==> src/rtl/block_ctrl_pkg.sv <==
// Shared encodings for the block display command path: action codes, field
// positions, the sequencer state enum and the queued request layout.
package block_ctrl_pkg;

  localparam logic [3:0] ACT_NOP    = 4'b0000;
  localparam logic [3:0] ACT_UPDATE = 4'b0001;
  localparam logic [3:0] ACT_SWAP   = 4'b1111;

  localparam logic [2:0] TYPE_NONE = 3'b000;
  localparam logic [2:0] TYPE_PAT  = 3'b001;
  localparam logic [2:0] TYPE_XPOS = 3'b010;
  localparam logic [2:0] TYPE_YPOS = 3'b011;

  localparam int COMP_LSB   = 26;
  localparam int CHILD_LSB  = 21;
  localparam int ACT_LSB    = 17;
  localparam int TYPE_LSB   = 14;
  localparam int TOGGLE_BIT = 13;
  localparam int DATA_W     = 13;
  localparam int VIS_BIT    = 12;
  localparam int FLIP_BIT   = 11;

  typedef enum logic [2:0] {
    ST_IDLE,
    ST_PAT,
    ST_XPOS,
    ST_YPOS,
    ST_SWAP
  } state_e;

  typedef struct packed {
    logic [4:0] child;
    logic       visible;
    logic       flip;
    logic [4:0] pattern;
    logic [9:0] x;
    logic [9:0] y;
  } req_t;

  function automatic logic [31:0] cmd_word(input logic [5:0]        comp,
                                           input logic [4:0]        child,
                                           input logic [3:0]        act,
                                           input logic [2:0]        atype,
                                           input logic              toggle,
                                           input logic [DATA_W-1:0] data);
    logic [31:0] w;
    w                   = '0;
    w[COMP_LSB +: 6]    = comp;
    w[CHILD_LSB +: 5]   = child;
    w[ACT_LSB +: 4]     = act;
    w[TYPE_LSB +: 3]    = atype;
    w[TOGGLE_BIT]       = toggle;
    w[DATA_W-1:0]       = data;
    return w;
  endfunction

endpackage

==> src/rtl/req_fifo.sv <==
// Single-clock request queue with full/empty flags; head is visible
// combinationally so the consumer can inspect it before popping.
module req_fifo #(
  parameter int WIDTH = 32,
  parameter int DEPTH = 4
) (
  input  logic             clk,
  input  logic             reset,
  input  logic             push,
  input  logic [WIDTH-1:0] push_data,
  input  logic             pop,
  output logic [WIDTH-1:0] head,
  output logic             full,
  output logic             empty
);

  localparam int PTR_W = (DEPTH > 1) ? $clog2(DEPTH) : 1;
  localparam int CNT_W = $clog2(DEPTH + 1);

  logic [WIDTH-1:0] mem [DEPTH];
  logic [PTR_W-1:0] wr_ptr;
  logic [PTR_W-1:0] rd_ptr;
  logic [CNT_W-1:0] count;
  logic             do_push;
  logic             do_pop;

  assign full    = (count == CNT_W'(DEPTH));
  assign empty   = (count == '0);
  assign do_push = push && !full;
  assign do_pop  = pop && !empty;
  assign head    = mem[rd_ptr];

  // Explicit wrap keeps non-power-of-two depths correct.
  function automatic logic [PTR_W-1:0] next_ptr(input logic [PTR_W-1:0] p);
    return (p == PTR_W'(DEPTH - 1)) ? '0 : p + PTR_W'(1);
  endfunction

  always_ff @(posedge clk or negedge reset) begin
    if (!reset) begin
      wr_ptr <= '0;
      rd_ptr <= '0;
      count  <= '0;
    end else begin
      if (do_push) wr_ptr <= next_ptr(wr_ptr);
      if (do_pop)  rd_ptr <= next_ptr(rd_ptr);
      case ({do_push, do_pop})
        2'b10:   count <= count + CNT_W'(1);
        2'b01:   count <= count - CNT_W'(1);
        default: count <= count;
      endcase
    end
  end

  always_ff @(posedge clk) begin
    if (do_push) mem[wr_ptr] <= push_data;
  end

endmodule

==> src/rtl/block_cmd_sequencer.sv <==
// Turns queued sprite updates into PAT/XPOS/YPOS command words and issues a
// double-buffer swap at the configured raster line when anything changed.
module block_cmd_sequencer
  import block_ctrl_pkg::*;
#(
  parameter logic [5:0] COMPONENT_ID = 6'b000010,
  parameter int         MAX_CHILD    = 9,
  parameter int         MAX_PATTERN  = 17,
  parameter int         FIFO_DEPTH   = 4,
  parameter int         SWAP_LINE    = 480
) (
  input  logic        clk,
  input  logic        reset,
  // req_valid/req_ready: a request transfers on a rising edge where both are
  // high; the requester holds valid and payload stable until then, and
  // req_ready is simply the queue's not-full flag.
  input  logic        req_valid,
  output logic        req_ready,
  input  logic [4:0]  req_child,
  input  logic        req_visible,
  input  logic        req_flip,
  input  logic [4:0]  req_pattern,
  input  logic [9:0]  req_x,
  input  logic [9:0]  req_y,
  input  logic [9:0]  hcount,
  input  logic [9:0]  vcount,
  output logic [31:0] writedata,
  output logic        back_buf,
  output logic        frame_done,
  output logic        err,
  output state_e      dbg_state
);

  req_t   push_data;
  req_t   head;
  req_t   cur;
  state_e state;
  logic   fifo_full;
  logic   fifo_empty;
  logic   pop;
  logic   head_ok;
  logic   swap_trig;
  logic   trig_q;
  logic   swap_pending;
  logic   dirty;
  logic [DATA_W-1:0] pat_data;

  assign push_data = {req_child, req_visible, req_flip, req_pattern, req_x, req_y};
  assign req_ready = !fifo_full;
  assign dbg_state = state;
  assign swap_trig = (vcount == 10'(SWAP_LINE)) && (hcount == '0);
  assign head_ok   = (int'(head.child) < MAX_CHILD) && (int'(head.pattern) < MAX_PATTERN);
  // A pending swap blocks popping so a request never straddles the swap.
  assign pop       = (state == ST_IDLE) && !swap_pending && !fifo_empty;

  req_fifo #(
    .WIDTH ($bits(req_t)),
    .DEPTH (FIFO_DEPTH)
  ) u_req_fifo (
    .clk       (clk),
    .reset     (reset),
    .push      (req_valid),
    .push_data (push_data),
    .pop       (pop),
    .head      (head),
    .full      (fifo_full),
    .empty     (fifo_empty)
  );

  always_ff @(posedge clk or negedge reset) begin
    if (!reset) begin
      state        <= ST_IDLE;
      cur          <= '0;
      back_buf     <= 1'b1;
      swap_pending <= 1'b0;
      dirty        <= 1'b0;
      frame_done   <= 1'b0;
      err          <= 1'b0;
      trig_q       <= 1'b0;
    end else begin
      frame_done <= 1'b0;
      err        <= 1'b0;
      trig_q     <= swap_trig;
      case (state)
        ST_IDLE: begin
          if (swap_pending) begin
            if (dirty) state <= ST_SWAP;
            else       swap_pending <= 1'b0;
          end else if (!fifo_empty) begin
            if (head_ok) begin
              cur   <= head;
              state <= ST_PAT;
            end else begin
              err <= 1'b1;
            end
          end
        end
        ST_PAT:  state <= ST_XPOS;
        ST_XPOS: state <= ST_YPOS;
        ST_YPOS: begin
          state <= ST_IDLE;
          dirty <= 1'b1;
        end
        ST_SWAP: begin
          state        <= ST_IDLE;
          back_buf     <= ~back_buf;
          dirty        <= 1'b0;
          swap_pending <= 1'b0;
          frame_done   <= 1'b1;
        end
        default: state <= ST_IDLE;
      endcase
      // A fresh raster trigger wins over a same-cycle clear: it is a new frame.
      if (swap_trig && !trig_q) swap_pending <= 1'b1;
    end
  end

  always_comb begin
    pat_data           = '0;
    pat_data[VIS_BIT]  = cur.visible;
    pat_data[FLIP_BIT] = cur.flip;
    pat_data[4:0]      = cur.pattern;
  end

  always_comb begin
    writedata = '0;
    case (state)
      ST_PAT:  writedata = cmd_word(COMPONENT_ID, cur.child, ACT_UPDATE, TYPE_PAT, back_buf, pat_data);
      ST_XPOS: writedata = cmd_word(COMPONENT_ID, cur.child, ACT_UPDATE, TYPE_XPOS, back_buf, {3'b000, cur.x});
      ST_YPOS: writedata = cmd_word(COMPONENT_ID, cur.child, ACT_UPDATE, TYPE_YPOS, back_buf, {3'b000, cur.y});
      ST_SWAP: writedata = cmd_word(COMPONENT_ID, 5'd0, ACT_SWAP, TYPE_NONE, back_buf, '0);
      default: writedata = '0;
    endcase
  end

endmodule

==> config.mk <==
export PLATFORM = sky130hd
export DESIGN_NAME = block_cmd_sequencer
export DESIGN_NICKNAME = d
export VERILOG_FILES = /design/src/rtl/block_ctrl_pkg.sv /design/src/rtl/req_fifo.sv /design/src/rtl/block_cmd_sequencer.sv
export SDC_FILE = /design/constraint.sdc
export NUM_CORES = 1
export LEC_CHECK = 0
export ABC_AREA = 1
export BUFFER_PORTS_ARGS = -buffer_cell sky130_fd_sc_hd__buf_2
export CORE_ASPECT_RATIO = 1.5
export CORE_MARGIN = 2
export CORE_UTILIZATION = 54
export CTS_BUF_LIST = sky130_fd_sc_hd__clkbuf_4 sky130_fd_sc_hd__clkbuf_8
export DETAILED_ROUTE_END_ITERATION = 7
export PLACE_DENSITY = 0.78
export SLEW_MARGIN = 40
export SYNTH_ARGS = -nofsm -noshare
export SYNTH_HDL_FRONTEND = slang
export SYNTH_SLANG_ARGS = --single-unit
==> constraint.sdc <==
create_clock -name clk -period 2.4 [get_ports clk]
set_input_delay 0.12 -clock clk [delete_from_list [all_inputs] [get_ports clk]]
set_output_delay 0.12 -clock clk [all_outputs]
set_load 0.1 [all_outputs]
### Word level (Yosys, flattened, before mapping)

Memories as Yosys holds them, arrays and structs flattened.
Index checks and enable logic that the tools add are counted.

* $mul: 0
* $lt $le $gt $ge: 2
* add/subtract/negate cells: 4
* shifts and indexed selects: 0
* reduce and logical (&&, ||, !) cells: 19
* mux-type cells: 21
* divide/modulo/power cells: 0
* bitwise gates (word level): 3
* equality and inequality tests: 13

Operators with widths (count)
* 28-bit one-hot mux with 4 select lines: 1
* 3-bit two-way mux: 4
* 10-bit by 9-bit equality test with 1-bit output (second input constant): 1
* 10-bit logical NOT: 1
* 1-bit two-way mux: 10
* 3-bit != test (second input constant): 3
* 3-bit one-hot mux with 3 select lines: 1
* 1-bit logical AND: 7
* 2-bit equality test (second input constant): 3
* 3-bit by 2-bit equality test with 1-bit output (second input constant): 2
* 3-bit equality test (second input constant): 2
* 3-bit logical NOT: 2
* 3-bit one-hot mux with 2 select lines: 1
* 5-bit by 4-bit < comparator with 1-bit output (second input constant): 1
* 5-bit < comparator (second input constant): 1
* 2-bit by 1-bit adder with 2-bit output (second input constant): 2
* 1-bit logical NOT: 4
* 2-bit two-way mux: 2
* 1-bit one-hot mux with 2 select lines: 2
* 4-bit AND reduction: 1
* 2-bit nonzero test: 2
* 3-bit by 1-bit adder with 3-bit output (second input constant): 1
* 3-bit by 1-bit equality test with 1-bit output (second input constant): 1
* 1-bit inverter: 3
* 4 further kinds: 4

* memories kept: 1
* output and inout bits: 39
* bits of input ports: 55
* flip-flop bits (word level): 48
* latch bits: 0
* bits in read-only memories: 0
* RAM bits: 128

Memories
* u_req_fifo.mem: words 4, width 32, rd ports 1, clocked after memory_dff 0, wr ports 1, RTL line req_fifo.sv:20 `logic [WIDTH-1:0] mem [DEPTH];`

### Logic depth before layout (Yosys ltp)

Gate-level depths: netlist of the first run.
An unclocked memory read counts as a cell.

* depth in word-level cells: 7
* depth in mapped cells: 14
* gate-level depth less buffers: 12

### By module

From an unflattened synthesis of the first run, not the netlist that was laid out.

* cell total of the unflattened synthesis: 717
* area, all modules: 7714.9 sq um

By module, submodules not included
* req_fifo: instances 1, area an instance 5496.5 sq um, cells each 434, seq. area each 4018.9 sq um
* block_cmd_sequencer: instances 1, area an instance 2218.4 sq um, cells each 283, seq. area each 1027.2 sq um

### Worst setup path before layout of the first run

OpenSTA, ideal clock, no wires.

* kind: reg-to-output
* start point: reg state[0], in the netlist dbg_state[0]
* end point: out writedata[11]
* required time: 2.280 ns
* arrival: 4.154 ns
* stages on the path, launching flop included: 7
* buffers on the path: 0
* slack: -1.874 ns
* cells stage by stage: dfrtp_1 > inv_1 > nor2_1 > inv_1 > nor2_1 > inv_1 > nor2_1

* cells in the longest elaborated chain, start to end: 2
* elaborated cells between the ends (all ways): 5
* classes of those cells: eq/ne: 4; mux: 1

Ends and longest elaborated chain
* start: declaration: RTL line block_cmd_sequencer.sv:37 `state_e state;`
* start signal: assignment: RTL line block_cmd_sequencer.sv:72 `state <= ST_IDLE;`
* start signal: assignment: RTL line block_cmd_sequencer.sv:87 `if (dirty) state <= ST_SWAP;`
* start signal: assignment: RTL line block_cmd_sequencer.sv:92 `state <= ST_PAT;`
* 3-bit equality test (tied with other cells): RTL line block_cmd_sequencer.sv:127 `case (state)`
* 28-bit one-hot mux with 4 select lines *: RTL line block_cmd_sequencer.sv:127
* end: declaration: RTL line block_cmd_sequencer.sv:27 `output logic [31:0] writedata,`

Mark *: on every way between the ends. The rest lies on a longest branch, timed or not.

### Final worst setup path of the first run

* start point: reg state[1], in the netlist dbg_state[1]
* end point: out writedata[0]

Same word-level chain as after synthesis.

==> flow_metrics.tcl, run 1 <==
set metrics [dict create \
    die_w_um 99.05 \
    top_usage_layer "met2" \
    worst_pin_slew_ns 0.5476 \
    path_cells "inv_1 -> nor2_4 -> nand2_4 -> clkinvlp_4 -> a22oi_1 -> nand2_4 -> buf_4" \
    min_period_ns 2.250 \
    gp_congestion 0.8432 \
    power_density_nw_per_um2 1334 \
    drcViolationCount 0 \
    final-setup-viol-count 0 \
    ir_worst_vdd_v 0.0007913 \
    power.leakage_uw 0.003732 \
    dr.pass1.iters 5 \
    layout.cells.most_common_list "136 x nand2_1, 128 x edfxtp_1, 78 x buf_2, 73 x nor2_1, 51 x o21ai_0" \
    syn_avg_cell_area_um2 11.26 \
    yosysUniqueCellTypes 33 \
    cp-start-kind "flop" \
    drive_gt1_frac 0.2243 \
    hold_path.class "input pin to flop" \
    rows 52 \
    synth_cells 650 \
    power_uw 11980 \
    clk_pin_slew_worst_paths_ns 0.09 \
    grt_pass1_wl_mm 25.40 \
    area_delta_synth_final_pct 22.66 \
    cts_max_level 4 \
    wl_per_cell_um 16.51 \
    clock-sinks 176 \
    cp_max_fo 11 \
    core_area_um2 13340 \
    drv_cap 0 \
    ys_ff_latch 176 \
    clk_path_buf_depth 2 \
    wl_mm 15.70 \
    setup_tns_ns 0 \
    clock_skew_ns 0.01002 \
    die_area_um2 14520 \
    critPathMostFrequentCell "nand2_4" \
    hold_viol_final 0 \
    chipHeight_um 146.6 \
    finalMaxSlewViolations 0 \
    cts_made_buffers 17 \
    placed_cell_area_um2 8109 \
    grt_max_degree 40 \
    synth-warning-count 0 \
    dp.final_hpwl_mm 10.17 \
    arrival_ns 2.13 \
    antenna_found_initial 0 \
    finalCritPeriodShare 0.9375 \
    clock_latency_ns 0.45 \
    via_count 5217 \
    met1_usage 0.2600 \
    postCtsSetupBuffers 0 \
    use_met3 0.03830 \
    slowest_delay_ns 0.52 \
    drt_iter0_markers 394 \
    grt_pass1_vias 5301 \
    grt_usage 0.2256 \
    n_antenna_cell 0 \
    cts_root_buffer "clkbuf_8" \
    numPortBuffers 86 \
    cts_tree "done" \
    final_common_cell "nand2_1" \
    crit_type "flop to output pin" \
    ys_seq_area_frac 0.6896 \
    use_met2 0.4115 \
    overflow 0 \
    status "completed" \
    netlist_area_um2 7317 \
    avgViaCountPerCell 5.486 \
    start_util 0.5486 \
    io_pins 94 \
    crit_slowest_cell "dfrtp_4" \
    required_ns 2.28 \
    fmaxAchievable_ghz 0.4444 \
    final_area_um2 8975 \
    slew_headroom 0.6341 \
    ant_nets 0 \
    rsz0062_at_grt "false" \
    endpoint_kind "output pin" \
    nNetsFinal 838 \
]
[Yosys cell counts, drive strengths merged]
| library cell | n | area share |
|---|---|---|
| clkbuf | 21 | 0.011 |
| o21ai | 55 | 0.038 |
| nand4 | 31 | 0.027 |
| edfxtp | 128 | 0.53 |
| nand3 | 27 | 0.020 |
| clkinv | 3 | 0.0015 |
| inv | 36 | 0.018 |
| buf | 23 | 0.025 |
| xnor2 | 2 | 0.0024 |
| a22oi | 1 | 0.0010 |
| dfstp | 1 | 0.0036 |
| nor2 | 85 | 0.045 |
| nor3 | 2 | 0.0021 |
| or2 | 1 | 0.00086 |
| o22ai | 22 | 0.019 |
| ha | 6 | 0.010 |
| a21oi | 7 | 0.0048 |
| fa | 1 | 0.0027 |
| nand2 | 141 | 0.072 |
| nor4 | 1 | 0.00086 |
| o21a | 1 | 0.0010 |
| dfrtp | 47 | 0.16 |
| a22o | 5 | 0.0060 |
| conb | 1 | 0.00051 |
| nand3b | 1 | 0.0010 |
| xor2 | 1 | 0.0012 |
[sequential cells by signal (all words and copies together) (netlist names)]
name	flops
cur	32
u_req_fifo.rd_ptr	2
trig_q	1
back_buf	1
u_req_fifo.wr_ptr	2
err	1
swap_pending	1
frame_done	1
u_req_fifo.count	3
dbg_state	3
u_req_fifo.mem	128
dirty	1
[where the power goes]
part / switching, µW / internal, µW / total [µW] / leakage [µW]
registers: 309 / 4070 / 4380 / 0.00177
clock network: 1130 / 984 / 2120 / 0.000211
logic: 4110 / 1370 / 5480 / 0.00175
total: 5550 / 6420 / 12000 / 0.00373
[kinds of logic after synthesis]
family,count (synthesis),synth area share
fa+ha+maj,7,0.01300
flops,176,0.6896
other cells,1,0.0005125
buf+inv,83,0.05557
compound gates,91,0.06925
simple gates,289,0.1684
xor+xnor,3,0.003592
[worst max-delay path: cells and delay by family, from the launching register on]
family,cells,cell delay [ns]
buffers and inverters,3,0.59
flip-flops,1,0.52
AO/OA/AOI/OAI,1,0.34
AND/OR/NAND/NOR,3,0.25
[metal layers]
layer / vias to the layer above / share of wire
met5: - / 0
met4: 0 / 0.020
met3: 25 / 0.048
met2: 169 / 0.55
met1: 2538 / 0.38
li1: 2485 / -
[worst paths after layout]
| check | startpoint | to | slack, ns | depth (start not counted) |
|---|---|---|---|---|
| worst max-delay path | dbg_state[1] | writedata[0] | 0.15 | 7 |
| min in group asynchronous | reset | u_req_fifo.wr_ptr[0] | 0.05 | 2 |
| max in group asynchronous | reset | dbg_state[1] | 1.57 | 3 |
| worst max register to register | dbg_state[1] | u_req_fifo.count[2] | 0.18 | 12 |
| worst min-delay path | hcount[2] | trig_q | 0.03 | 5 |
| worst min register to register | cur[26] | cur[26] | 0.48 | 2 |
[stage by stage]
stage	utilization	worst slack [ns]	std cells	hold slack [ns]
global placement	0.6080	0.2688	878	-0.008404
CTS	0.6720	0.001493	951	0.01838
global route	0.6729	0.002158	951	0.03589
detailed placement	0.6080	0.1931	878	-0.006933
finish	0.6729	0.1499	951	0.03320
floorplan	-	0.003148	656	-0.1756
[timing repair]
item,4_1_cts,5_1_grt
resized for setup,7,4
hold endpoints to repair,176,0
pin swaps,0,1
endpoints found under the setup margin,6,23
hold buffers,41,0
[final cells by class]
cell class | count | area (µm²)
Fill cell | 951 | 4363
Inverter | 39 | 160.2
Clock inverter | 15 | 193.9
Sequential cell | 176 | 5057
Timing Repair Buffer | 145 | 1021
Multi-Input combinational cell | 397 | 2106
Clock buffer | 17 | 234.0
Tap cell | 162 | 202.7
(Power assumes the default switching activity.)
==> run 2, diff against run 1 <==
CORE_UTILIZATION = 25   (was 54)
PLACE_DENSITY = 0.42   (was 0.78)
==> flow_metrics.tcl, run 2 (same netlist as run 1, synthesis figures left out) <==
set metrics [dict create \
    status "completed" \
    io_pins 94 \
    finalCritPeriodShare 0.9377 \
    final_common_cell "nand2_1" \
    overflow 0 \
    gp_congestion 0.7121 \
    clock_latency_ns 0.47 \
    chipHeight_um 213.5 \
    wl_mm 18.40 \
    rows 76 \
    numPortBuffers 86 \
    grt_pass1_wl_mm 28.47 \
    dp.final_hpwl_mm 11.93 \
    place_inst 1111 \
    cts_tree "done" \
    critPathLaunch "dbg_state[1]" \
    area_delta_synth_final_pct 27.21 \
    endpoint_kind "output pin" \
    via_count 5091 \
    dr.pass1.iters 4 \
    worst_pin_slew_ns 0.5741 \
    grt_pass1_vias 5031 \
    largest_register_ffs 128 \
    fill_cells 2921 \
    min-delay-start "req_valid" \
    whs_ns 0.1367 \
    clock_skew_ns 0.01259 \
    nNetsFinal 843 \
    cts_root_buffer "clkbuf_8" \
    drt_iter0_markers 317 \
    clock-sinks 176 \
    largest_register "u_req_fifo.mem" \
    final-setup-viol-count 0 \
    die_area_um2 30680 \
    antenna_found_initial 0 \
    avgViaCountPerCell 4.300 \
    cp-start-kind "flop" \
    finalMaxSlewViolations 0 \
    grt_usage 0.1255 \
    power_density_nw_per_um2 1314 \
    hold_path.class "input pin to flop" \
    start_util 0.2540 \
    cp_max_fo 9 \
    timing.rr.start "dbg_state[1]" \
    wl_per_cell_um 15.54 \
    ant_nets 0 \
    fmaxAchievable_ghz 0.4444 \
    die_w_um 143.7 \
    drcViolationCount 0 \
    layout.cells.most_common_list "137 x nand2_1, 128 x edfxtp_1, 78 x buf_2, 73 x nor2_1, 51 x o21ai_0" \
    slew_headroom 0.6172 \
    drive_gt1_frac 0.2368 \
    drv_cap 0 \
    required_ns 2.28 \
    grt_max_degree 35 \
    min_period_ns 2.250 \
    setup_ws_ns 0.1496 \
    ir_worst_vdd_v 0.0003821 \
    clk_path_buf_depth 2 \
    core_area_um2 28810 \
    crit_type "flop to output pin" \
    post-place-ws_ns 0.1320 \
    cts_max_level 4 \
    top_regs "u_req_fifo.mem x128, cur x32" \
    instances_no_fill 1184 \
    cts_made_buffers 17 \
    power.leakage_uw 0.003758 \
    clk_pin_slew_worst_paths_ns 0.09 \
    arrival_ns 2.13 \
    hold_viol_final 0 \
    n_antenna_cell 0 \
]
==> run 2: cell count changes in the layout (fill, tap and decap cells not counted), moves of 2 or more <==
| cell | delta |
|---|---|
| clkinv_2 | +4 |
| buf_12 | +2 |
| clkbuf_4 | +9 |
| clkinv_4 | -2 |
| inv_8 | -6 |
| inv_6 | -2 |
| nand3_4 | +2 |
| buf_6 | +3 |
| dlygate4sd3_1 | -5 |
| clkbuf_8 | +2 |
| clkinvlp_4 | -2 |
==> run 2: cell type report <==
cell class | instances | area [µm²] | share of cell area
timing repair buffer | 147 | 1060 | 0.1139
sequential | 176 | 5059 | 0.5435
multi-input combinational | 399 | 2143 | 0.2303
timing repair inverter | 1 | 5.005 | 0.0005377
inverter | 39 | 160.2 | 0.01721
clock inverter | 7 | 86.33 | 0.009275
tap | 390 | 488.0 | 0.05243
clock buffer | 25 | 306.5 | 0.03293
==> run 2: path summary, 6_finish.rpt <==
check / end / slack (ns) / depth (start not counted)
max: writedata[27] / 0.15 / 7
min: u_req_fifo.count[0] / 0.14 / 4
max reg2reg: u_req_fifo.count[2] / 0.22 / 12
min reg2reg: cur[14] / 0.48 / 2
max in group asynchronous: back_buf / 1.53 / 3
min in group asynchronous: u_req_fifo.rd_ptr[0] / 0.16 / 2
==> run 2: power breakdown <==
part | leakage (µW) | internal (µW) | switching (µW) | total, µW
clock network | 0.000213 | 1040 | 1010 | 2060
registers | 0.00177 | 4070 | 304 | 4370
logic | 0.00178 | 1470 | 4330 | 5800
==> run 2: repair_timing <==
item	in CTS	in global routing
resized for setup	6	10
hold buffers	36	0
setup endpoints to repair	13	37
hold endpoints to repair	151	0
pin swaps	0	1
buffers inserted	0	2
gates cloned	0	3
==> run 2: critical path, stage by stage (launching register included) <==
cell      delay, ns
dfrtp_4        0.51
nor2_4         0.14
clkinv_4       0.06
buf_4          0.17
nor2_1         0.16
nor2_1         0.13
nand2_8        0.07
buf_2          0.42
==> run 2: metrics by stage <==
stage,util,TNS [ns],power [µW],cell area [µm²]
2_1_floorplan,-,0,8665,7587
3_3_place_gp,0.2936,0,10100,8458
3_5_place_dp,0.2936,0,10140,8458
4_1_cts,0.3203,0,12280,9229
5_1_grt,0.3230,-0.0004781,13090,9308
6_report,0.3230,0,12230,9308
==> run 2: routing by layer <==
metal	vias up	track usage	wire, µm
li1	2495	-	-
met1	2452	0.1511	7926
met2	130	0.2199	9445
met3	14	0.02345	709
met4	0	0.05105	319
met5	-	0	0
==> run 3, diff against run 2 <==
ABC_AREA = 0   (was 1)
GPL_TIMING_DRIVEN = 0   (was default)
==> flow_metrics.tcl, run 3 <==
set metrics [dict create \
    status "complete, but fails checks" \
    violations "setup timing" \
    clock_latency_ns 0.46 \
    io_pins 94 \
    wl_per_cell_um 17.33 \
    fmaxAchievable_ghz 0.3891 \
    instances_no_fill 907 \
    cp-start-kind "flop" \
    wl_mm 15.72 \
    slew_headroom 0.4884 \
    start_util 0.2514 \
    cp_max_fo 10 \
    utilization 0.3255 \
    netlist_area_um2 7173 \
    min_period_ns 2.570 \
    ys_top_cells_by_count "128 x edfxtp_1, 47 x dfrtp_1, 29 x mux2_4" \
    drive_gt1_frac 0.4766 \
    die_area_um2 30090 \
    largest_register_ffs 128 \
    cts_max_level 4 \
    ir_worst_vdd_v 0.0005230 \
    yosysTopAreaCell "edfxtp_1" \
    cts_made_buffers 17 \
    ys_seq_area_frac 0.7035 \
    whs_ns 0.04494 \
    clk_pin_slew_worst_paths_ns 0.09 \
    final_common_cell "edfxtp_1" \
    overflow 0 \
    whs_path_depth 4 \
    hold_viol_final 0 \
    drv_cap 0 \
    layout.cells.most_common_list "128 x edfxtp_1, 70 x buf_2, 44 x dfrtp_1, 37 x dlygate4sd3_1, 32 x mux4_2" \
    grt_pass1_wl_mm 24.33 \
    hold_path.class "input pin to flop" \
    top_regs "u_req_fifo.mem x128, cur x32" \
    fill_cells 2783 \
    largest_register "u_req_fifo.mem" \
    nNetsFinal 605 \
    synth_ff_type "edfxtp_1" \
    numPortBuffers 86 \
    finalCritPeriodShare 1.071 \
    clock-sinks 176 \
    die_w_um 142.3 \
    finalMaxSlewViolations 0 \
    antenna_found_initial 0 \
    required_ns 2.75 \
    crit_type "flop to flop" \
    synth_cells 377 \
    rr_worst_depth 7 \
    synth_edf_count 128 \
    power_density_nw_per_um2 1299 \
    cp-endpoint "cur[29]" \
    drt_iter0_markers 235 \
    async_reset_ff_frac 0.2727 \
    clk_path_buf_depth 2 \
    synth_top_area_frac 0.5358 \
    dp.final_hpwl_mm 10.65 \
    grt_max_degree 49 \
    arrival_ns 2.92 \
    timing.rr.end "cur[29]" \
    grt_pass1_vias 4188 \
    rsz0062_at_grt "true" \
    rows 76 \
    synthTopCellsByArea "edfxtp_1 54%, dfrtp_1 16%, mux4_2 8.8%" \
    gp_congestion 0.7153 \
    timing.rr.start "u_req_fifo.rd_ptr[0]" \
    final-setup-viol-count 30 \
    place_inst 824 \
    power_uw 12060 \
    grt_usage 0.1111 \
    endpoint_kind "flop" \
    critPathLaunch "u_req_fifo.rd_ptr[0]" \
    cts_tree "done" \
    setup_tns_ns -4.631 \
    core_area_um2 28530 \
    dr.pass1.iters 4 \
    synth-warning-count 0 \
    syn_avg_cell_area_um2 19.03 \
    drcViolationCount 0 \
    chipHeight_um 211.5 \
    via_count 3857 \
    area_delta_synth_final_pct 29.44 \
    clock_skew_ns 0.01118 \
    ys_ff_latch 176 \
    avgViaCountPerCell 4.252 \
    n_antenna_cell 0 \
    power.leakage_uw 0.003506 \
    setup_ws_ns -0.1702 \
    ant_nets 0 \
    r2r_slack_ns -0.17 \
    cts_root_buffer "clkbuf_8" \
    yosysUniqueCellTypes 40 \
    worst_pin_slew_ns 0.7674 \
    synth_most_common_cell "edfxtp_1" \
]
==> run 3: power breakdown <==
part	leakage (µW)	switching, µW	internal (µW)
Combinational	0.00158	3540	2250
Clock	0.000167	1060	737
Sequential	0.00176	372	4100
Total	0.00351	4970	7090
==> run 3: cells by family (layout without fill, tap and decap cells) <==
| group | after synthesis | count (layout) | synth area share |
|---|---|---|---|
| other cells | 1 | 7 | 0.0005228 |
| flops | 176 | 176 | 0.7035 |
| mux | 76 | 76 | 0.1858 |
| simple gates | 61 | 61 | 0.04657 |
| fa+ha+maj | 7 | 7 | 0.01326 |
| compound gates | 15 | 15 | 0.01552 |
| buf+inv | 36 | 209 | 0.02878 |
| xor+xnor | 5 | 5 | 0.006106 |
==> run 3: stage by stage <==
step	setup WS, ns	cell area (µm²)
floorplan	-0.1496	7377
global placement	-0.6684	8247
detailed placement	-0.6564	8352
CTS	-0.1799	9211
global route	-0.2695	9285
finish	-0.1702	9285
==> run 3: worst min path at each step <==
stage | from | endpoint
3_5_place_dp | reset | u_req_fifo.wr_ptr[1]
2_1_floorplan | reset | cur[0]
3_3_place_gp | req_y[7] | u_req_fifo.mem[1][7]
4_1_cts | hcount[8] | swap_pending
6_report | hcount[8] | swap_pending
5_1_grt | hcount[8] | swap_pending
==> run 3: layer usage <==
metal,wire length (µm),vias up,global-route usage
li1,-,1775,-
met1,6385,1959,0.1306
met2,8284,105,0.1936
met3,747,18,0.03008
met4,298,0,0.04165
met5,0,-,0
==> run 3: layout make-up <==
class,instances,area (µm²),share of cell area
Sequential cell,176,5057,0.5447
Tap cell,351,439.2,0.04730
Timing Repair Buffer,142,1052,0.1133
Multi-Input combinational cell,171,2121,0.2284
Buffer,24,229.0,0.02466
Clock inverter,13,92.59,0.009972
Inverter,11,45.04,0.004851
Clock buffer,19,249.0,0.02682
==> run 3: critical path: stages, from the launching register on <==
cell and delay, ns:
dfrtp_1 0.37, buf_6 0.16, mux4_2 0.54, o41a_1 0.47
nor4_4 0.27, buf_6 0.18, buf_12 0.16, mux2_4 0.30
==> run 3: timing repair <==
action / CTS / global route
hold endpoints to repair: 177 / 0
cloned: 0 / 0
setup endpoints to repair: 55 / 45
setup buffers: 11 / 4
pin swaps: 4 / 1
resized for setup: 23 / 15
hold buffers: 37 / 0
